===== config.mk =====
export PLATFORM = sky130hd
export DESIGN_NAME = fetch_unit
export DESIGN_NICKNAME = d
export VERILOG_FILES = /design/src/rtl/fetch_unit.sv
export SDC_FILE = /design/constraint.sdc
export NUM_CORES = 1
export LEC_CHECK = 0
export BUFFER_PORTS_ARGS = -buffer_cell sky130_fd_sc_hd__buf_4
export CAP_MARGIN = 10
export CORE_UTILIZATION = 43
export DETAILED_ROUTE_END_ITERATION = 6
export PLACE_DENSITY_LB_ADDON = 0.08
export RECOVER_POWER = 50
export SYNTH_ARGS = -nofsm -noshare
export SYNTH_HDL_FRONTEND = slang
export SYNTH_SLANG_ARGS = --single-unit

===== constraint.sdc =====
create_clock -name clk -period 2.3 [get_ports clk]
set_input_delay 0.345 -clock clk [delete_from_list [all_inputs] [get_ports clk]]
set_output_delay 0.345 -clock clk [all_outputs]
set_load 0.05 [all_outputs]

===== src/rtl/fetch_unit.sv =====
// fetch_unit: single-outstanding instruction fetch stage.
// Issues one word fetch at a time and holds the returned instruction for decode
// until it is consumed. On consume, computes the next pc (sequential or branch).
// A misaligned taken branch target halts the unit until reset.
//
// Ports
//   clk, rst_n          clock, async active-low reset
//   imem_req/addr       fetch request and word address to instruction memory
//   imem_ready          memory accepts the request this cycle
//   imem_rvalid/rdata   read response (only honoured while waiting for data)
//   instr/op/instr_pc   held instruction, its opcode field and its address
//   instr_valid         held instruction is valid
//   instr_ready         decode consumes the held instruction this cycle
//   pcsrc, imm_ext      branch taken / offset, sampled only on consume
//   misalign_err        sticky: taken branch target not word aligned
//   fetch_count         number of instructions consumed (wraps)
//
// State | meaning
// RST   | first cycle after reset, no request driven
// REQ   | request driven at pc, waiting for imem_ready
// WAIT  | request accepted, waiting for imem_rvalid
// HOLD  | instruction held for decode, waiting for instr_ready
// HALT  | misaligned branch target seen, frozen until reset
module fetch_unit #(
  parameter logic [31:0] RESET_PC = 32'h0000_0000
) (
  input  logic        clk,
  input  logic        rst_n,
  output logic        imem_req,
  output logic [31:0] imem_addr,
  input  logic        imem_ready,
  input  logic        imem_rvalid,
  input  logic [31:0] imem_rdata,
  output logic [31:0] instr,
  output logic [6:0]  op,
  output logic [31:0] instr_pc,
  output logic        instr_valid,
  input  logic        instr_ready,
  input  logic        pcsrc,
  input  logic [31:0] imm_ext,
  output logic        misalign_err,
  output logic [31:0] fetch_count
);

  localparam logic [31:0] NOP = 32'h0000_0013;

  typedef enum logic [2:0] {
    RST  = 3'd0,
    REQ  = 3'd1,
    WAIT = 3'd2,
    HOLD = 3'd3,
    HALT = 3'd4
  } state_t;

  state_t      state_q, state_d;
  logic [31:0] pc_q, pc_d;
  logic [31:0] instr_q, instr_d;
  logic [31:0] instr_pc_q, instr_pc_d;
  logic        valid_q, valid_d;
  logic        err_q, err_d;
  logic [31:0] count_q, count_d;
  logic [31:0] target;

  always_ff @(posedge clk or negedge rst_n) begin
    if (!rst_n) begin
      state_q    <= RST;
      pc_q       <= RESET_PC;
      instr_q    <= NOP;
      instr_pc_q <= RESET_PC;
      valid_q    <= 1'b0;
      err_q      <= 1'b0;
      count_q    <= 32'd0;
    end else begin
      state_q    <= state_d;
      pc_q       <= pc_d;
      instr_q    <= instr_d;
      instr_pc_q <= instr_pc_d;
      valid_q    <= valid_d;
      err_q      <= err_d;
      count_q    <= count_d;
    end
  end

  always_comb begin
    state_d    = state_q;
    pc_d       = pc_q;
    instr_d    = instr_q;
    instr_pc_d = instr_pc_q;
    valid_d    = valid_q;
    err_d      = err_q;
    count_d    = count_q;
    imem_req   = 1'b0;
    // Branch/sequential target, modulo 2^32 by construction of the 32-bit add.
    target     = instr_pc_q + (pcsrc ? imm_ext : 32'd4);

    case (state_q)
      RST: state_d = REQ;
      REQ: begin
        imem_req = 1'b1;
        if (imem_ready) state_d = WAIT;
      end
      WAIT: begin
        if (imem_rvalid) begin
          instr_d    = imem_rdata;
          instr_pc_d = pc_q;
          valid_d    = 1'b1;
          state_d    = HOLD;
        end
      end
      HOLD: begin
        if (instr_ready) begin
          valid_d = 1'b0;
          count_d = count_q + 32'd1;
          // The faulting instruction still counts as consumed; pc keeps the
          // address of the last fetch so the halted state is inspectable.
          if (pcsrc && (target[1:0] != 2'b00)) begin
            err_d   = 1'b1;
            state_d = HALT;
          end else begin
            pc_d    = target;
            state_d = REQ;
          end
        end
      end
      HALT: state_d = HALT;
      default: state_d = RST;
    endcase
  end

  assign imem_addr    = pc_q;
  assign instr        = instr_q;
  assign op           = instr_q[6:0];
  assign instr_pc     = instr_pc_q;
  assign instr_valid  = valid_q;
  assign misalign_err = err_q;
  assign fetch_count  = count_q;

endmodule


Yosys cells after proc, flatten, opt, wreduce, memory -nomap -nowiden
Index checks and enable logic that the tools add are counted.
{"block": "totals", "elab_cells": 37, "ff_bits": 133, "in_bits": 70}
{"block": "op_classes", "eq_ne": 7, "mux": 10, "bitwise_logic": 1, "addsub": 2, "reduce_logical": 10}
{"cell": "$add A32 B1 Y32 const B", "count": 1}
{"cell": "$add A32 B32 Y32", "count": 1}
{"cell": "$mux W32", "count": 1}
{"cell": "$pmux W3 S5", "count": 1}
{"cell": "$mux W3", "count": 4}
{"cell": "$reduce_and A3 Y1", "count": 4}
{"cell": "$eq A3 B2 Y1 const B", "count": 2}
{"cell": "$ne A2 B2 Y1 const B", "count": 3}
{"cell": "$reduce_and A2 Y1", "count": 2}
{"cell": "$reduce_bool A2 Y1", "count": 2}
{"cell": "$eq A3 B1 Y1 const B", "count": 1}
{"cell": "$eq A3 B3 Y1 const B", "count": 1}
{"cell": "$logic_not A3 Y1", "count": 1}
{"cell": "$mux W1", "count": 3}
{"cell": "$pmux W1 S2", "count": 1}
{"cell": "$logic_and A1 B1 Y1", "count": 1}
{"cell": "$not A1 Y1", "count": 1}

Depth between registers and ports, before layout
{"block": "logic_depth", "depth_word": 7, "depth_mapped": 12}

Least setup slack after synthesis
OpenSTA, ideal clock, no wires.
{"block": "synth_path", "path_kind": "reg2reg", "start": "register instr_pc_q[0], in the netlist instr_pc[0]", "end": "register pc_q[22], in the netlist imem_addr[22]", "arrival_time_ns": 2.657, "n_path_buf": 0, "required_time_ns": 2.171, "slack_ns": -0.485, "synth_period_minus_slack_ns": 2.785, "path_stages_with_launch": 11, "path_cell_list": "dfrtp_1 ha_1 fa_1 a211oi_1 o21ai_0 a22o_1 o21ai_2 o21ai_1 a31oi_1 xor2_1 o21ai_1"}
{"block": "synth_between", "elab_chain_cells": 5}
{"item": "start: declaration", "line_no": "58", "text": "logic [31:0] instr_pc_q, instr_pc_d;"}
{"item": "start signal: assignment", "line_no": "77", "text": "instr_pc_q <= instr_pc_d;"}
{"item": "$add A32 B32 Y32 *", "line_no": "94", "text": "target = instr_pc_q + (pcsrc ? imm_ext : 32'd4);"}
{"item": "$reduce_bool A2 Y1", "line_no": "116", "text": "if (pcsrc && (target[1:0] != 2'b00)) begin"}
{"item": "$logic_and A1 B1 Y1", "line_no": "116"}
{"item": "$not A1 Y1 (no source line)"}
{"item": "$reduce_and A3 Y1 (no source line)"}
{"item": "end signal: assignment", "line_no": "75", "text": "pc_q <= pc_d;"}
{"item": "end: declaration", "line_no": "56", "text": "logic [31:0] pc_q, pc_d;"}
Mark *: on every way between the ends. The rest lies on a longest branch, timed or not.
A chain may end at the register's enable or synchronous reset.

Worst setup path after layout
Ends and elaborated chain as after synthesis.

==> impl_metrics.env <==
export IMPL_clk_path_buf_depth=2
export IMPL_detail_route_iter0_violations=244
export IMPL_rsz0062_at_grt="true"
export IMPL_clock_fmax_mhz=407
export IMPL_endpoint_kind="flop"
export IMPL_layout_commonest_cell="buf_4"
export IMPL_synthesis_nets=786
export IMPL_finalSetupTns_ns=-0.993
export IMPL_cp_startpoint="instr_pc[0]$_DFFE_PN0P_"
export IMPL_synth_avg_cell_area_um2=10.4
export IMPL_status="finished, violations left"
export IMPL_num_antenna_cells=0
export IMPL_hp_start="imem_rdata[12]"
export IMPL_post_place_ws_ns=-0.425
export IMPL_initial_core_util=0.443
export IMPL_r2r_start="instr_pc[0]$_DFFE_PN0P_"
export IMPL_wire_per_inst_um=15.6
export IMPL_required_ns=2.60
export IMPL_final_cell_mix="269 x buf_4, 118 x dfrtp_1, 80 x nand2_1"
export IMPL_cpLargestDelayFamily="compound AO/OA/AOI/OAI gates"
export IMPL_grt_pass1_wl_um=30500
export IMPL_cp_common_cell="o21ai_2"
export IMPL_utilization=0.651
export IMPL_drc=0
export IMPL_synth_cell_types=57
export IMPL_die_h_um=130
export IMPL_hp_class="input port to flop"
export IMPL_worstMarginPinSlew_ns=1.22
export IMPL_pwr_share_seq=0.262
export IMPL_netlist_instances=683
export IMPL_ys_warnings_count=0
export IMPL_die_w_um=130
export IMPL_finClkSkew_ns=0.00954
export IMPL_drv_cap=0
export IMPL_nNetsFinal=1111
export IMPL_power_leakage_uw=0.00505
export IMPL_cpMaxStageDelayCell="dfrtp_2"
export IMPL_r2r_slack_ns=-0.16
export IMPL_grt_total_usage=0.233
export IMPL_die_area_um2=17000
export IMPL_p_per_area_nw_per_um2=1410
export IMPL_synth_edf_count=0
export IMPL_finalPower_uw=14700
export IMPL_intPower_uw=7660
export IMPL_antenna_found_initial=0
export IMPL_path_max_fanout=4
export IMPL_synth_seq_cells=133
export IMPL_grt_pass1_vias=6176
export IMPL_syn_area_um2=7080
export IMPL_numCtsBuffers=17
export IMPL_htreeDepth=4
export IMPL_cts_sinks=133
export IMPL_drive_gt1_frac=0.426
export IMPL_gp_congestion=0.934
export IMPL_cts_clk_slew_worst_paths_ns=0.06
export IMPL_setup_viol=13
export IMPL_path_buf_inv=0
export IMPL_syn2layout_area_growth_pct=47.2
export IMPL_slowest_delay_ns=0.43
export IMPL_antenna_left=0
export IMPL_cp_arrival_ns=2.76
export IMPL_period_minus_slack_ns=2.46
export IMPL_ctsRootBufferMaster="clkbuf_16"
export IMPL_vias=6247
export IMPL_core_area_um2=16000
export IMPL_ios=208
export IMPL_insertion_delay_ns=0.42
export IMPL_synthFlopType="dfrtp_1"
export IMPL_switching_share=0.478
export IMPL_path_cells="ha_4 > fa_2 > a211oi_2 > o21ai_2 > a22o_1 > o21ai_2 > o21ai_2 > a31oi_1 > xor2_1 > o21ai_1"
export IMPL_p_comb_frac=0.555
export IMPL_grt_max_degree=66
export IMPL_setup_slack_ns=-0.160
export IMPL_postSynth_asyncResetShare=1.00
export IMPL_dpl_hpwl_um=14400
export IMPL_gr_total_overflow=0
export IMPL_power_share_clock=0.183
export IMPL_violations="setup timing"
export IMPL_hold_viol=0
export IMPL_crit_path_start_kind="flop"
export IMPL_power_net_switching_uw=7020
export IMPL_ys_seq_area_frac=0.470
export IMPL_relSlewSlack=0.186
export IMPL_critPathKind="flop to flop"
export IMPL_finalCritPeriodShare=1.07
export IMPL_port_buffers=207
export IMPL_whs_ns=0.155
export IMPL_ir_worst_vdd_mv=0.806
export IMPL_wirelength_um=19300
export IMPL_drt_pass1_iter_count=5
export IMPL_rows=46
export IMPL_maxSlewViolCount=0
export IMPL_vias_per_cell=5.05
export IMPL_cts_tree="yes"
==> cells in the mapped netlist, types with 4 or more instances <==
| library cell | n | area, µm² |
|---|---|---|
| dfrtp_1 | 130 | 3250 |
| nand2_1 | 81 | 304 |
| mux2_2 | 65 | 732 |
| a21oi_1 | 37 | 185 |
| o21ai_0 | 37 | 185 |
| nor2_1 | 35 | 131 |
| and2_1 | 33 | 206 |
| xnor2_1 | 33 | 289 |
| ha_1 | 32 | 400 |
| xor2_1 | 24 | 210 |
| nand3_1 | 23 | 115 |
| clkbuf_1 | 19 | 71.3 |
| a21o_1 | 13 | 97.6 |
| nand4_1 | 13 | 81.3 |
| and3_1 | 11 | 68.8 |
| inv_1 | 9 | 33.8 |
| nor3_1 | 9 | 45.0 |
| buf_4 | 8 | 60.1 |
| o21bai_1 | 6 | 45.0 |
| buf_2 | 5 | 25.0 |
| a31oi_1 | 4 | 25.0 |
| or2_2 | 4 | 25.0 |
==> power by group through the flow <==
| stage | clock network (µW) | logic, µW | registers, µW |
|---|---|---|---|
| after global placement | 0 | 8210 | 3860 |
| after floorplan | 0 | 2600 | 6570 |
| after detailed placement | 0 | 8290 | 3900 |
| final | 2690 | 8140 | 3850 |
| after global routing | 2840 | 8620 | 3980 |
| after CTS | 2730 | 8470 | 3870 |
==> routing by layer <==
layer | global-route usage | vias up | wire [µm]
met5 | 0 | - | 0
met4 | 0.0811 | 0 | 244
met3 | 0.0439 | 25 | 853
met2 | 0.394 | 162 | 9560
met1 | 0.299 | 2995 | 8650
li1 | - | 3065 | -
==> sequential cells by signal, indices dropped and copies added, names as in the netlist <==
register	flops
fetch_count	32
imem_addr	32
instr	32
instr_pc	32
instr_valid	1
misalign_err	1
state_q	3
==> repair_timing <==
| item | CTS | global route |
|---|---|---|
| gates resized for setup | 26 | 20 |
| pin swaps | 12 | 12 |
| endpoints found under the setup margin | 15 | 20 |
| hold buffers | 1 | 0 |
| setup buffers | 4 | 4 |
| endpoints found under the hold margin | 44 | 0 |
==> metrics by stage <==
step / std cells / area (µm²)
after floorplan: 683 / 7190
after global placement: 1196 / 9810
after detailed placement: 1196 / 9810
after CTS: 1233 / 10500
after global routing: 1237 / 10400
final: 1237 / 10400
==> kinds of logic after synthesis <==
kind of cell               synth area share
and+or+nand+nor                       0.158
DFF                                   0.470
AOI/OAI and AO/OA                     0.110
muxes                                 0.105
xor gates and xnor gates             0.0705
buffers and inverters                0.0269
adders and majority gates            0.0594
==> area by class of cell <==
| cell class | instances | area (µm²) |
|---|---|---|
| Clock inverter | 13 | 146 |
| Tap cell | 216 | 270 |
| Inverter | 9 | 33.8 |
| Multi-Input combinational cell | 509 | 3830 |
| Fill cell | 1373 | 5580 |
| Timing Repair Buffer | 338 | 2360 |
| Clock buffer | 19 | 433 |
| Sequential cell | 133 | 3350 |
==> path summary, 6_finish.rpt <==
| kind | to | cells after the start |
|---|---|---|
| worst max-delay path | imem_addr[22]$_DFFE_PN0P_ | 10 |
| worst max register to register | imem_addr[22]$_DFFE_PN0P_ | 10 |
| min in group asynchronous | fetch_count[14]$_DFFE_PN0P_ | 2 |
| max in group asynchronous | instr[9]$_DFFE_PN0P_ | 3 |
| worst min-delay path | instr[12]$_DFFE_PN0P_ | 2 |
| worst min register to register | misalign_err$_DFFE_PN0P_ | 1 |
No activity file was read; power rests on OpenSTA's default activity.
